`config.mk`:
```
export PLATFORM = sky130hd
export DESIGN_NAME = branch_resolve_unit
export DESIGN_NICKNAME = d
export VERILOG_FILES = /design/src/rtl/mips_branch_pkg.sv /design/src/rtl/branch_cond_eval.sv /design/src/rtl/branch_resolve_unit.sv
export SDC_FILE = /design/constraint.sdc
export NUM_CORES = 1
export LEC_CHECK = 0
export BUFFER_PORTS_ARGS = -buffer_cell sky130_fd_sc_hd__buf_2
export CAP_MARGIN = 20
export CELL_PAD_IN_SITES_DETAIL_PLACEMENT = 0
export CELL_PAD_IN_SITES_GLOBAL_PLACEMENT = 1
export CORE_ASPECT_RATIO = 0.75
export CORE_UTILIZATION = 35
export DETAILED_ROUTE_END_ITERATION = 10
export PLACE_DENSITY_LB_ADDON = 0.1
export SLEW_MARGIN = 40
export SYNTH_ARGS = -nofsm -noshare
export SYNTH_HDL_FRONTEND = slang
export SYNTH_HIERARCHICAL = 1
export SYNTH_SLANG_ARGS = --single-unit
```
`constraint.sdc`:
```
create_clock -name clk -period 2.5 [get_ports clk]
set_input_delay 0.25 -clock clk [delete_from_list [all_inputs] [get_ports clk]]
set_output_delay 0.25 -clock clk [all_outputs]
set_load 0.02 [all_outputs]
```
`src/rtl/mips_branch_pkg.sv`:
```
// Shared definitions for the branch resolve unit: condition codes and
// flush state machine encoding.
package mips_branch_pkg;

    // Branch/jump condition codes carried on the 3-bit cond field.
    localparam logic [2:0] COND_BEZ  = 3'b000;
    localparam logic [2:0] COND_BNE  = 3'b001;
    localparam logic [2:0] COND_JMP  = 3'b010;
    localparam logic [2:0] COND_BEQ  = 3'b011;
    localparam logic [2:0] COND_BLTZ = 3'b100;
    localparam logic [2:0] COND_BGEZ = 3'b101;
    localparam logic [2:0] COND_BGTZ = 3'b110;
    localparam logic [2:0] COND_NOP  = 3'b111;

    // Flush state machine encoding. Two bits leave spare codes; any code
    // other than ST_FLUSH is treated as idle.
    localparam logic [1:0] ST_IDLE  = 2'b00;
    localparam logic [1:0] ST_FLUSH = 2'b01;

endpackage

```
`src/rtl/branch_cond_eval.sv`:
```
// Purely combinational branch condition evaluator. Sign-sensitive
// conditions look only at reg1's sign bit and zero-ness, which is the
// signed comparison against zero.
module branch_cond_eval
    import mips_branch_pkg::*;
#(
    parameter int DATA_W = 32
) (
    input  logic [2:0]        i_cond,
    input  logic [DATA_W-1:0] i_reg1,
    input  logic [DATA_W-1:0] i_reg2,
    output logic              o_taken
);

    logic w_reg1_zero;
    logic w_reg1_neg;

    assign w_reg1_zero = (i_reg1 == '0);
    assign w_reg1_neg  = i_reg1[DATA_W-1];

    // Decode the condition code into the taken decision.
    always_comb begin
        // NOTE: every output of a combinational block gets a default first,
        // so no path through the case can leave it unassigned (no latch).
        o_taken = 1'b0;
        case (i_cond)
            COND_BEZ:  o_taken = w_reg1_zero;
            COND_BNE:  o_taken = (i_reg1 != i_reg2);
            COND_JMP:  o_taken = 1'b1;
            COND_BEQ:  o_taken = (i_reg1 == i_reg2);
            COND_BLTZ: o_taken = w_reg1_neg;
            COND_BGEZ: o_taken = ~w_reg1_neg;
            COND_BGTZ: o_taken = ~w_reg1_neg & ~w_reg1_zero;
            COND_NOP:  o_taken = 1'b0;
        endcase
    end

endmodule

```
`src/rtl/branch_resolve_unit.sv`:
```
// Branch resolve unit: evaluates the branch condition, computes the target,
// registers the result with a one-cycle valid pulse, squashes wrong-path
// fetches for FLUSH_CYCLES cycles after a taken branch, and keeps
// saturating taken/resolved statistics.
module branch_resolve_unit
    import mips_branch_pkg::*;
#(
    parameter int DATA_W       = 32,
    parameter int ADDR_W       = 32,
    parameter int FLUSH_CYCLES = 2,
    parameter int CNT_W        = 16
) (
    input  logic              clk,
    input  logic              rst,
    input  logic              in_valid,
    input  logic              operands_ready,
    input  logic [2:0]        cond,
    input  logic [DATA_W-1:0] reg1,
    input  logic [DATA_W-1:0] reg2,
    input  logic [ADDR_W-1:0] pc_in,
    input  logic [ADDR_W-1:0] offset,
    output logic              res_valid,
    output logic              res_taken,
    output logic [ADDR_W-1:0] res_target,
    output logic              flush,
    output logic              stall,
    output logic [CNT_W-1:0]  taken_cnt,
    output logic [CNT_W-1:0]  resolved_cnt
);

    localparam int               FC_W    = (FLUSH_CYCLES > 1) ? $clog2(FLUSH_CYCLES) : 1;
    localparam logic [FC_W-1:0]  FC_LAST = FC_W'(FLUSH_CYCLES - 1);
    localparam logic [CNT_W-1:0] CNT_MAX = '1;

    logic [1:0]        r_state;
    logic [FC_W-1:0]   r_flush_cnt;
    logic              r_res_valid;
    logic              r_res_taken;
    logic [ADDR_W-1:0] r_res_target;
    logic [CNT_W-1:0]  r_taken_cnt;
    logic [CNT_W-1:0]  r_resolved_cnt;

    logic              w_idle;
    logic              w_resolve;
    logic              w_taken;
    logic [ADDR_W-1:0] w_target;

    branch_cond_eval #(.DATA_W(DATA_W)) u_cond_eval (
        .i_cond  (cond),
        .i_reg1  (reg1),
        .i_reg2  (reg2),
        .o_taken (w_taken)
    );

    // Spare state codes behave as idle, so the machine recovers by itself.
    assign w_idle    = (r_state != ST_FLUSH);
    assign w_resolve = in_valid & operands_ready & w_idle;
    assign w_target  = pc_in + offset;

    assign stall        = in_valid & ~operands_ready & w_idle;
    assign flush        = (r_state == ST_FLUSH);
    assign res_valid    = r_res_valid;
    assign res_taken    = r_res_taken;
    assign res_target   = r_res_target;
    assign taken_cnt    = r_taken_cnt;
    assign resolved_cnt = r_resolved_cnt;

    // Flush FSM: a taken resolve enters FLUSH; the counter runs down to zero.
    always_ff @(posedge clk or posedge rst) begin
        // NOTE: state is updated with non-blocking assignments so every
        // register samples the pre-edge values regardless of block order.
        if (rst) begin
            r_state     <= ST_IDLE;
            r_flush_cnt <= '0;
        end else if (w_idle) begin
            if (w_resolve && w_taken) begin
                r_state     <= ST_FLUSH;
                r_flush_cnt <= FC_LAST;
            end else begin
                r_state <= ST_IDLE;
            end
        end else if (r_flush_cnt == '0) begin
            r_state <= ST_IDLE;
        end else begin
            r_flush_cnt <= r_flush_cnt - 1'b1;
        end
    end

    // Result register: valid pulses for one cycle, taken/target hold until
    // the next resolve.
    always_ff @(posedge clk or posedge rst) begin
        if (rst) begin
            r_res_valid  <= 1'b0;
            r_res_taken  <= 1'b0;
            r_res_target <= '0;
        end else begin
            r_res_valid <= w_resolve;
            if (w_resolve) begin
                r_res_taken  <= w_taken;
                r_res_target <= w_target;
            end
        end
    end

    // Saturating statistics counters, bumped once per resolve.
    always_ff @(posedge clk or posedge rst) begin
        if (rst) begin
            r_taken_cnt    <= '0;
            r_resolved_cnt <= '0;
        end else if (w_resolve) begin
            if (r_resolved_cnt != CNT_MAX) begin
                r_resolved_cnt <= r_resolved_cnt + 1'b1;
            end
            if (w_taken && (r_taken_cnt != CNT_MAX)) begin
                r_taken_cnt <= r_taken_cnt + 1'b1;
            end
        end
    end

endmodule

```
==> impl_metrics.ini, run 1 <==
[cells_and_area]
antennaDiodeCount = 0
nets = 981
drive_gt1_frac = 0.3488
fin_util = 0.4941
area_delta_synth_final_pct = 35.80

[floorplan]
die_h_um = 106.1
ioPinCount = 203
core_sq_um = 13890
die_w_um = 140.8
fp-row-count = 37
die_area_sq_um = 14930
initial_core_util = 0.3639

[timing]
whs_ps = -0.1438
finalSetupViolCount = 0
tightest_slew_ps = 682.3
fin_crit_sh = 0.9539
fin_ws_ps = 115.2
slew_viol_final = 0
min_period_ps = 2385
max_freq_ghz = 0.4193
hold_viol_final = 1
max_slew_margin = 0.5446
skew_ps = 6.235

[power]
p_sw_uw = 1757
clkPwrFrac = 0.293
ir_worst_vdd_mv = 0.3646
p_leak_uw = 0.003396
pwr-share-comb = 0.371
p_sw_frac = 0.3833
p_int_uw = 2827
seqPwrFrac = 0.337
powerDensity_nw_per_um2 = 668.0

[placement]
pre_cts_slack_ps = -193.9
gp_congestion = 0.8587
dp_hpwl_mm = 12.30
io_buffers = 202

[critical_path]
critPathKind = in2reg
path_cells = buf_2 > nor4_1 > nand4_1 > o21ba_1 > o311a_1 > nand3b_1 > nand2_1 > nor2_1 > nand2_1 > a21oi_4 > nand4_1 > xnor2_1
crit_family = simple AND/OR/NAND/NOR gates
slowest_stage = nor4_1
cp.arrival_ps = 2600
crit_required_ps = 2720
path_buf_inv = 1
cp-start-kind = input port
max_stage_delay_ps = 460
path_max_fanout = 7
crit_path_end_kind = register

[clocking]
post-cts-setup-buffers = 0
cts_root_buffer = clkbuf_16
cts_resized = 0
numCtsBuffers = 9
insertion_delay_ps = 330
cts_tree = done
clk_pin_slew_ps = 60
ctsHoldBuffers = 0
clk_path_buf_depth = 2
cts_sinks = 68
h-tree-depth = 3

[synth]
synth_nets = 742
postSynth.asyncResetShare = 1.000
synth-seq-cells = 68
synth_edf_count = 0
synth.distinct_cells = 66
synthFlopType = dfrtp_1
ys.warnings.count = 6
ys_seq_area_frac = 0.3367
synthCells = 573
syn_area_per_cell_sq_um = 8.820
syn-cell-area_sq_um = 5054

[route]
ant_nets = 0
drt_pre_antenna_iters = 4
num_vias = 5063
wire_per_inst_um = 15.06
drtIter0Drc = 189
via_per_inst = 5.104
wirelength_mm = 14.94
drc = 0

[grt]
grt_overflow = 0
grt_pass1_wl_mm = 24.24
grt_use_total = 0.2027
antenna_found_initial = 0
grt_max_degree = 42
grt_pass1_vias = 4969

[worst_hold_path]
hp-class = in2async

[outcome]
violations = hold timing
status = finished, violations left

[flow_run]
max_cap_violations = 0
[through the flow]
step / power, uW / hold WS (ps) / std cells / TNS [ps] / instance area (sq um)
after floorplan: 2568 / 450.1 / 573 / 0 / 5054
after global placement: 3239 / 457.7 / 976 / -922.9 / 6533
after detailed placement: 3266 / 466.3 / 976 / -1417 / 6533
after CTS: 4632 / 111.4 / 992 / 0 / 6842
after global routing: 4871 / 51.56 / 992 / -44.01 / 6863
final: 4584 / -0.1438 / 992 / 0 / 6863
[state kept, by name (all words and copies together), names as in the netlist]
name and flops:
taken_cnt 16, r_state 1, res_valid 1, res_taken 1, resolved_cnt 16, res_target 32, r_flush_cnt 1
[kinds of logic after synthesis]
family	count (synthesis)	synth area share
AOI/OAI and AO/OA	145	0.1832
xor gates and xnor gates	88	0.1525
adders and majority gates	34	0.08567
buffers and inverters	36	0.03020
DFF	68	0.3367
muxes	4	0.008418
and+or+nand+nor	198	0.2033
[path summary, 6_finish.rpt]
kind	from	to	slack (ps)	cells after the start
min in group clk	pc_in[0]	res_target[0]	230	4
max in group asynchronous	rst	r_flush_cnt	1810	3
min reg2reg	r_flush_cnt	r_state[0]	470	2
max	reg1[0]	taken_cnt[15]	120	12
max reg2reg	taken_cnt[4]	taken_cnt[12]	440	8
min	rst	resolved_cnt[11]	-0.1	2
[cell usage in the layout (no fill, tap or decap), types with 5 or more instances in the layout]
cell / n
xnor2_1: 69
dfrtp_1: 68
nand2_1: 77
nor3_1: 8
buf_2: 202
xor2_1: 19
a31oi_1: 7
o21bai_1: 5
a211oi_1: 5
nor2_1: 26
nor4_1: 7
ha_1: 33
clkbuf_16: 9
a21oi_1: 35
nand3_1: 16
buf_4: 45
nand4_1: 24
inv_1: 16
o21ai_0: 46
and3_1: 8
a21o_1: 14
[cells in the mapped netlist (9+ instances only)]
library cell / n / area share
clkbuf_1: 9 / 0.0067
inv_1: 17 / 0.013
nand2_1: 77 / 0.057
nand3_1: 16 / 0.016
nand4_1: 24 / 0.030
a21oi_1: 35 / 0.035
dfrtp_1: 68 / 0.34
xor2_1: 19 / 0.033
xnor2_1: 69 / 0.12
nor2_1: 26 / 0.019
nor4_1: 9 / 0.011
ha_1: 33 / 0.082
a21o_1: 14 / 0.021
o21ai_0: 46 / 0.046
[layer usage]
layer | routed length [um] | track usage
met5 | 0 | 0
met1 | 7627 | 0.2950
met4 | 139 | 0.04348
met2 | 6492 | 0.3205
met3 | 683 | 0.02477
[final cells by class]
cell class | instances | area, sq um
fill | 1386 | 7025
multi-input combinational | 469 | 3219
sequential | 68 | 1702
timing repair buffer | 247 | 1349
clock buffer | 9 | 225.2
tap | 175 | 219.0
clock inverter | 7 | 83.83
inverter | 17 | 65.06
[power groups by stage]
stage / clock (uW) / sequential, uW / combinational, uW
CTS: 1380 / 1550 / 1710
detailed placement: 0 / 1560 / 1700
finish: 1340 / 1540 / 1700
floorplan: 0 / 1830 / 737
global route: 1420 / 1580 / 1870
global placement: 0 / 1550 / 1690
Note: power is estimated with default switching activity, not from simulation.
==> inputs of run 2 (changes only) <==
--- a/config.mk
+++ b/config.mk
@@ -5,6 +5,7 @@
 export SDC_FILE = /design/constraint.sdc
 export NUM_CORES = 1
 export LEC_CHECK = 0
+export ABC_AREA = 1
 export BUFFER_PORTS_ARGS = -buffer_cell sky130_fd_sc_hd__buf_2
 export CAP_MARGIN = 20
 export CELL_PAD_IN_SITES_DETAIL_PLACEMENT = 0
==> run 2 against run 1 <==
Effect of this change:
- the run still ends with hold timing left
- clock skew grew 2.9 ps
- count of clock-buffer cells in the layout is 1 higher
- hold slack lost 40 ps
- final cell count up 41%
- sequential share of layout area shrank 2.6 points
- non-clock buffer count fell by 42
- sequential power about the same
- largest cell class unchanged
- highest routed layer unchanged
- maximum frequency rose by 33%
- worst setup slack better by 590 ps
- global-route usage rose by 0.11 points
==> impl_metrics.ini, run 2 <==
[grt]
antenna_found_initial = 0
top_usage_layer = met2
met1_usage = 0.2905
met3_usage = 0.03889
grt_use_met2 = 0.3188
grt_overflow = 0
grt_pass1_vias = 5697
grt_pass1_wl_mm = 28.37
grt_use_total = 0.2038
grt_max_degree = 48

[synth]
synth_edf_count = 0
synth-seq-cells = 68
ys.warnings.count = 6
syn-cell-area_sq_um = 6068
synthCells = 969
syn_area_per_cell_sq_um = 6.262
synth.distinct_cells = 35
synthTopCellsByCount = nand2_1 (389), inv_1 (156), nor2_1 (81), dfrtp_1 (68), nand3_1 (62)
synth_area_leaders = dfrtp_1 (28%), nand2_1 (24%), inv_1 (9.6%)
yosysMostFrequentCell = nand2_1
synth_nets = 1138
synth_top_cell_area_share = 0.2804
synthFlopType = dfrtp_1
postSynth.asyncResetShare = 1.000
yosys.area.top_type = dfrtp_1
ys_seq_area_frac = 0.2804

[power]
powerDensity_nw_per_um2 = 611.0
p_leak_uw = 0.004505
ir_worst_vdd_mv = 0.3044

[floorplan]
ioPinCount = 203
die_area_sq_um = 17870
core_sq_um = 16880
initial_core_util = 0.3596
fp-row-count = 41
die_w_um = 154.0
die_h_um = 116.0

[cells_and_area]
fin_cells = 1395
drive_gt1_frac = 0.2093
antennaDiodeCount = 0
largest_reg_flops = 32
final_cell_mix = nand2_1 (389), buf_2 (202), inv_1 (155), nor2_1 (81), dfrtp_1 (68)
final_common_cell = nand2_1
nets = 1344
area_delta_synth_final_pct = 26.33

[clocking]
clk_pin_slew_ps = 70
numCtsBuffers = 9
cts_root_buffer = clkbuf_16
cts_tree = done
h-tree-depth = 3
post-cts-setup-buffers = 0
insertion_delay_ps = 340
cts_sinks = 68
ctsHoldBuffers = 0
clk_path_buf_depth = 2
cts_resized = 0

[worst_hold_path]
hp-class = in2async

[critical_path]
path_buf_inv = 1
critPathKind = reg2reg
crit_path_end_kind = register
slowest_stage = dfrtp_1
cp.arrival_ps = 2070
path_cells = ha_1 > nand3_2 > nor3_2 > nand2_1 > nand2_4 > inv_4 > nand2_1 > xnor2_1
path_max_fanout = 13
cpMostUsedCell = nand2_1
max_stage_delay_ps = 470
cp-start-kind = register
crit_required_ps = 2770
crit_family = simple AND/OR/NAND/NOR gates

[route]
drt_pre_antenna_iters = 6
wirelength_mm = 17.22
wire_per_inst_um = 12.34
drc = 0
num_vias = 6178
ant_nets = 0
via_per_inst = 4.429
drtIter0Drc = 245

[outcome]
violations = hold timing
status = finished, violations left

[placement]
dp_cells = 1379
io_buffers = 202
dp_hpwl_mm = 14.42
gp_congestion = 0.8431

[flow_run]
max_cap_violations = 0

[timing]
hold_viol_final = 31
tns_ps = 0
skew_ps = 9.107
whs_ps = -40.31
rsz0062_at_grt = no
max_slew_margin = 0.5896
tightest_slew_ps = 614.9
fin_crit_sh = 0.7199
slew_viol_final = 0
min_period_ps = 1800
max_freq_ghz = 0.5556
finalSetupViolCount = 0
[run 2: final timing paths]
kind                           startpoint             end  slack, ps  depth (start not counted)
setup / recovery             taken_cnt[0]   taken_cnt[12]        700                          8
hold / removal                        rst  res_target[17]        -40                          2
setup reg to reg             taken_cnt[0]   taken_cnt[12]        700                          8
hold reg to reg            res_target[31]  res_target[31]        470                          2
max in group asynchronous             rst  res_target[21]       1950                          3
min in group clk                 pc_in[0]   res_target[0]        240                          4
[run 2: through the flow]
stage | utilization | cell area, sq um | total power [uW] | setup WS (ps) | hold slack (ps)
after floorplan | - | 6068 | 2637 | 538.5 | 463.0
after global placement | 0.4344 | 7332 | 3263 | 478.3 | 428.6
after detailed placement | 0.4344 | 7332 | 3270 | 435.6 | 433.4
after CTS | 0.4541 | 7665 | 4746 | 676.2 | 62.20
after global routing | 0.4542 | 7666 | 5019 | 529.5 | 14.26
final | 0.4542 | 7666 | 4684 | 700.2 | -40.31
[run 2: worst reg2reg max path, delay by kind of cell (launching register included)]
| family | cells | cell delay (ps) |
|---|---|---|
| fa+ha+maj | 1 | 270 |
| xor+xnor | 1 | 120 |
| simple gates | 5 | 770 |
| flops | 1 | 470 |
| buf+inv | 1 | 90 |
[run 2: cell type report]
type	instances	area, sq um
sequential	68	1702
inverter	161	610.6
timing repair buffer	205	1046
clock inverter	6	93.84
multi-input combinational	730	3706
tap	215	269.0
clock buffer	10	239.0
fill	1825	9211
[run 2: cells by family (layout without fill, tap and decap cells)]
family	after synthesis	in the layout	synth area share
AO/OA/AOI/OAI	47	47	0.04083
buffers and inverters	171	382	0.1097
flip-flops	68	68	0.2804
AND/OR/NAND/NOR	578	578	0.3940
XOR/XNOR	71	71	0.1037
adder cells (fa/ha/maj)	34	34	0.07134
[run 2: report_power, final]
group	leakage (uW)	total [uW]	switching (uW)	internal (uW)
registers	0.000861	1550	216	1340
clock network	0.000160	1450	542	910
logic	0.00348	1680	1060	619
[run 2: metal layers]
| metal | routed length (um) | part of all wire |
|---|---|---|
| met5 | 0 | 0 |
| met4 | 184 | 0.011 |
| met3 | 861 | 0.050 |
| met2 | 7225 | 0.42 |
| met1 | 8948 | 0.52 |
==> inputs of run 3 (changes only) <==
--- a/config.mk
+++ b/config.mk
@@ -5,13 +5,13 @@
 export SDC_FILE = /design/constraint.sdc
 export NUM_CORES = 1
 export LEC_CHECK = 0
-export ABC_AREA = 1
+export ABC_AREA = 0
 export BUFFER_PORTS_ARGS = -buffer_cell sky130_fd_sc_hd__buf_2
 export CAP_MARGIN = 20
 export CELL_PAD_IN_SITES_DETAIL_PLACEMENT = 0
 export CELL_PAD_IN_SITES_GLOBAL_PLACEMENT = 1
 export CORE_ASPECT_RATIO = 0.75
-export CORE_UTILIZATION = 35
+export CORE_UTILIZATION = 32
 export DETAILED_ROUTE_END_ITERATION = 10
 export PLACE_DENSITY_LB_ADDON = 0.1
 export SLEW_MARGIN = 40
==> constraint.sdc (replaced) <==
create_clock -name clk -period 1.5 [get_ports clk]
set_input_delay 0.15 -clock clk [delete_from_list [all_inputs] [get_ports clk]]
set_output_delay 0.15 -clock clk [all_outputs]
set_load 0.02 [all_outputs]
==> run 3 against run 2 <==
Effect of this change:
- the flow finishes with violations (setup timing)
- first-iteration DRC count down 7.3%
- via count fell by 8.5%
- final area grew 18%
- non-clock buffer count grew 169
- critical endpoint is now taken_cnt[7]
- highest routed layer unchanged
==> impl_metrics.ini, run 3 (synthesized netlist as in run 1, its figures left out) <==
[floorplan]
fp-row-count = 39
ioPinCount = 203
die_h_um = 110.8
die_w_um = 147.1
core_sq_um = 15320
die_area_sq_um = 16300
initial_core_util = 0.3298

[route]
via_per_inst = 4.921
num_vias = 5654
drt_pre_antenna_iters = 4
drtIter0Drc = 227
wire_per_inst_um = 15.15
drc = 0
wirelength_mm = 17.41
ant_nets = 0

[timing]
skew_ps = 11.73
max_freq_ghz = 0.4973
tns_ps = -14430
tightest_slew_ps = 399.4
finalSetupViolCount = 54
slew_viol_final = 0
max_slew_margin = 0.7309
hold_viol_final = 0
fin_ws_ps = -510.7
rsz0062_at_grt = yes
min_period_ps = 2011
fin_crit_sh = 1.340

[grt]
grt_overflow = 0
grt_pass1_wl_mm = 27.86
grt_pass1_vias = 5658
grt_max_degree = 39
antenna_found_initial = 0
grt_use_total = 0.2118

[critical_path]
crit_path_end_kind = register
path_max_fanout = 7
critPathKind = in2reg
cp.arrival_ps = 2240
crit_required_ps = 1730
cp-start-kind = input port
worstReg2RegEnd = taken_cnt[12]
ff2ff_path_depth = 8
r2r-start = taken_cnt[4]
r2r_slack_ps = -410

[cells_and_area]
final_common_cell = buf_2
fillers = 1376
largest_reg_flops = 32
drive_gt1_frac = 0.5752
area_delta_synth_final_pct = 79.00
nets = 1108
final_cell_mix = buf_2 (182), buf_4 (151), nand2_1 (61), dfrtp_1 (60), xnor2_1 (58)
antennaDiodeCount = 0

[worst_hold_path]
hold_start = offset[0]
hold_depth = 4
hp-class = in2reg
whs_endpoint = res_target[0]

[clocking]
h-tree-depth = 3
clk_path_buf_depth = 2
clk_pin_slew_ps = 70
cts_sinks = 68
cts_tree = done
cts_root_buffer = clkbuf_16
numCtsBuffers = 9
insertion_delay_ps = 340

[outcome]
violations = setup timing
status = finished, violations left

[placement]
gp_congestion = 0.8924
pre_cts_slack_ps = -892.8
io_buffers = 202
dp_hpwl_mm = 13.60

[power]
ir_worst_vdd_mv = 0.5646
p_leak_uw = 0.004293
powerDensity_nw_per_um2 = 962.1
finalPower_uw = 8704

[flow_run]
max_cap_violations = 0
run 3: changes by cell type in the layout (fill, tap and decap cells not counted), sizes merged, moves of 9 or more:
cell,previous run,this run
a21o,1,14
and3,0,9
nor2,89,26
inv,161,20
o21ai,21,49
buf,205,373
xnor2,52,69
a21oi,21,36
nand2,396,77
nand4,11,24
nand3,65,17
run 3: what timing repair did:
item	4_1_cts	5_1_grt
endpoints found under the hold margin	12	0
pin swaps	82	68
hold buffers	1	0
endpoints found under the setup margin	56	58
gates resized for setup	98	69
buffers inserted	21	6
run 3: report_power, final:
part	internal (uW)	total, uW	switching [uW]
Clock	1310	2220	913
Combinational	1820	3950	2140
Sequential	2250	2530	279
run 3: worst max path at each step:
stage / from / to / slack [ps]
2_1_floorplan: reg1[6] / taken_cnt[12] / -530
3_3_place_gp: reg1[19] / taken_cnt[7] / -810
3_5_place_dp: reg1[19] / taken_cnt[7] / -890
4_1_cts: reg1[6] / taken_cnt[15] / -440
6_report: reg1[20] / taken_cnt[7] / -510
5_1_grt: reg1[6] / taken_cnt[7] / -590
run 3: critical path, stage by stage:
cell      delay [ps]
buf_8            100
nor4_4           280
nand4_1          170
o21ba_1          230
o311a_1          280
nand3b_1         160
nand2_2          140
nor2_4           120
nand2_2           70
a21oi_4          240
nand4_1          140
xnor2_1          150
run 3: layer usage:
metal | part of all wire | global-route usage | up-vias
li1 | - | - | 2800
met1 | 0.49 | 0.3023 | 2702
met2 | 0.46 | 0.3355 | 133
met3 | 0.036 | 0.02469 | 19
met4 | 0.016 | 0.06048 | 0
met5 | 0 | 0 | -
run 3: final cells by class:
cell class	count	area [sq um]	area share
tap	205	256.5	0.02835
multi-input combinational	469	4155	0.4593
timing repair buffer	374	2550	0.2819
inverter	17	67.56	0.007469
clock buffer	9	225.2	0.02490
clock inverter	7	80.08	0.008852
sequential	68	1712	0.1892
run 3: metrics by stage:
| step | util | cells | instance area, sq um | hold slack (ps) |
|---|---|---|---|---|
| 2_1_floorplan | - | 573 | 5503 | 306.5 |
| 3_3_place_gp | 0.5113 | 1114 | 7834 | 156.8 |
| 3_5_place_dp | 0.5113 | 1114 | 7834 | 159.4 |
| 4_1_cts | 0.5671 | 1145 | 8690 | 102.6 |
| 5_1_grt | 0.5904 | 1149 | 9046 | 121.3 |
| 6_report | 0.5904 | 1149 | 9046 | 112.8 |
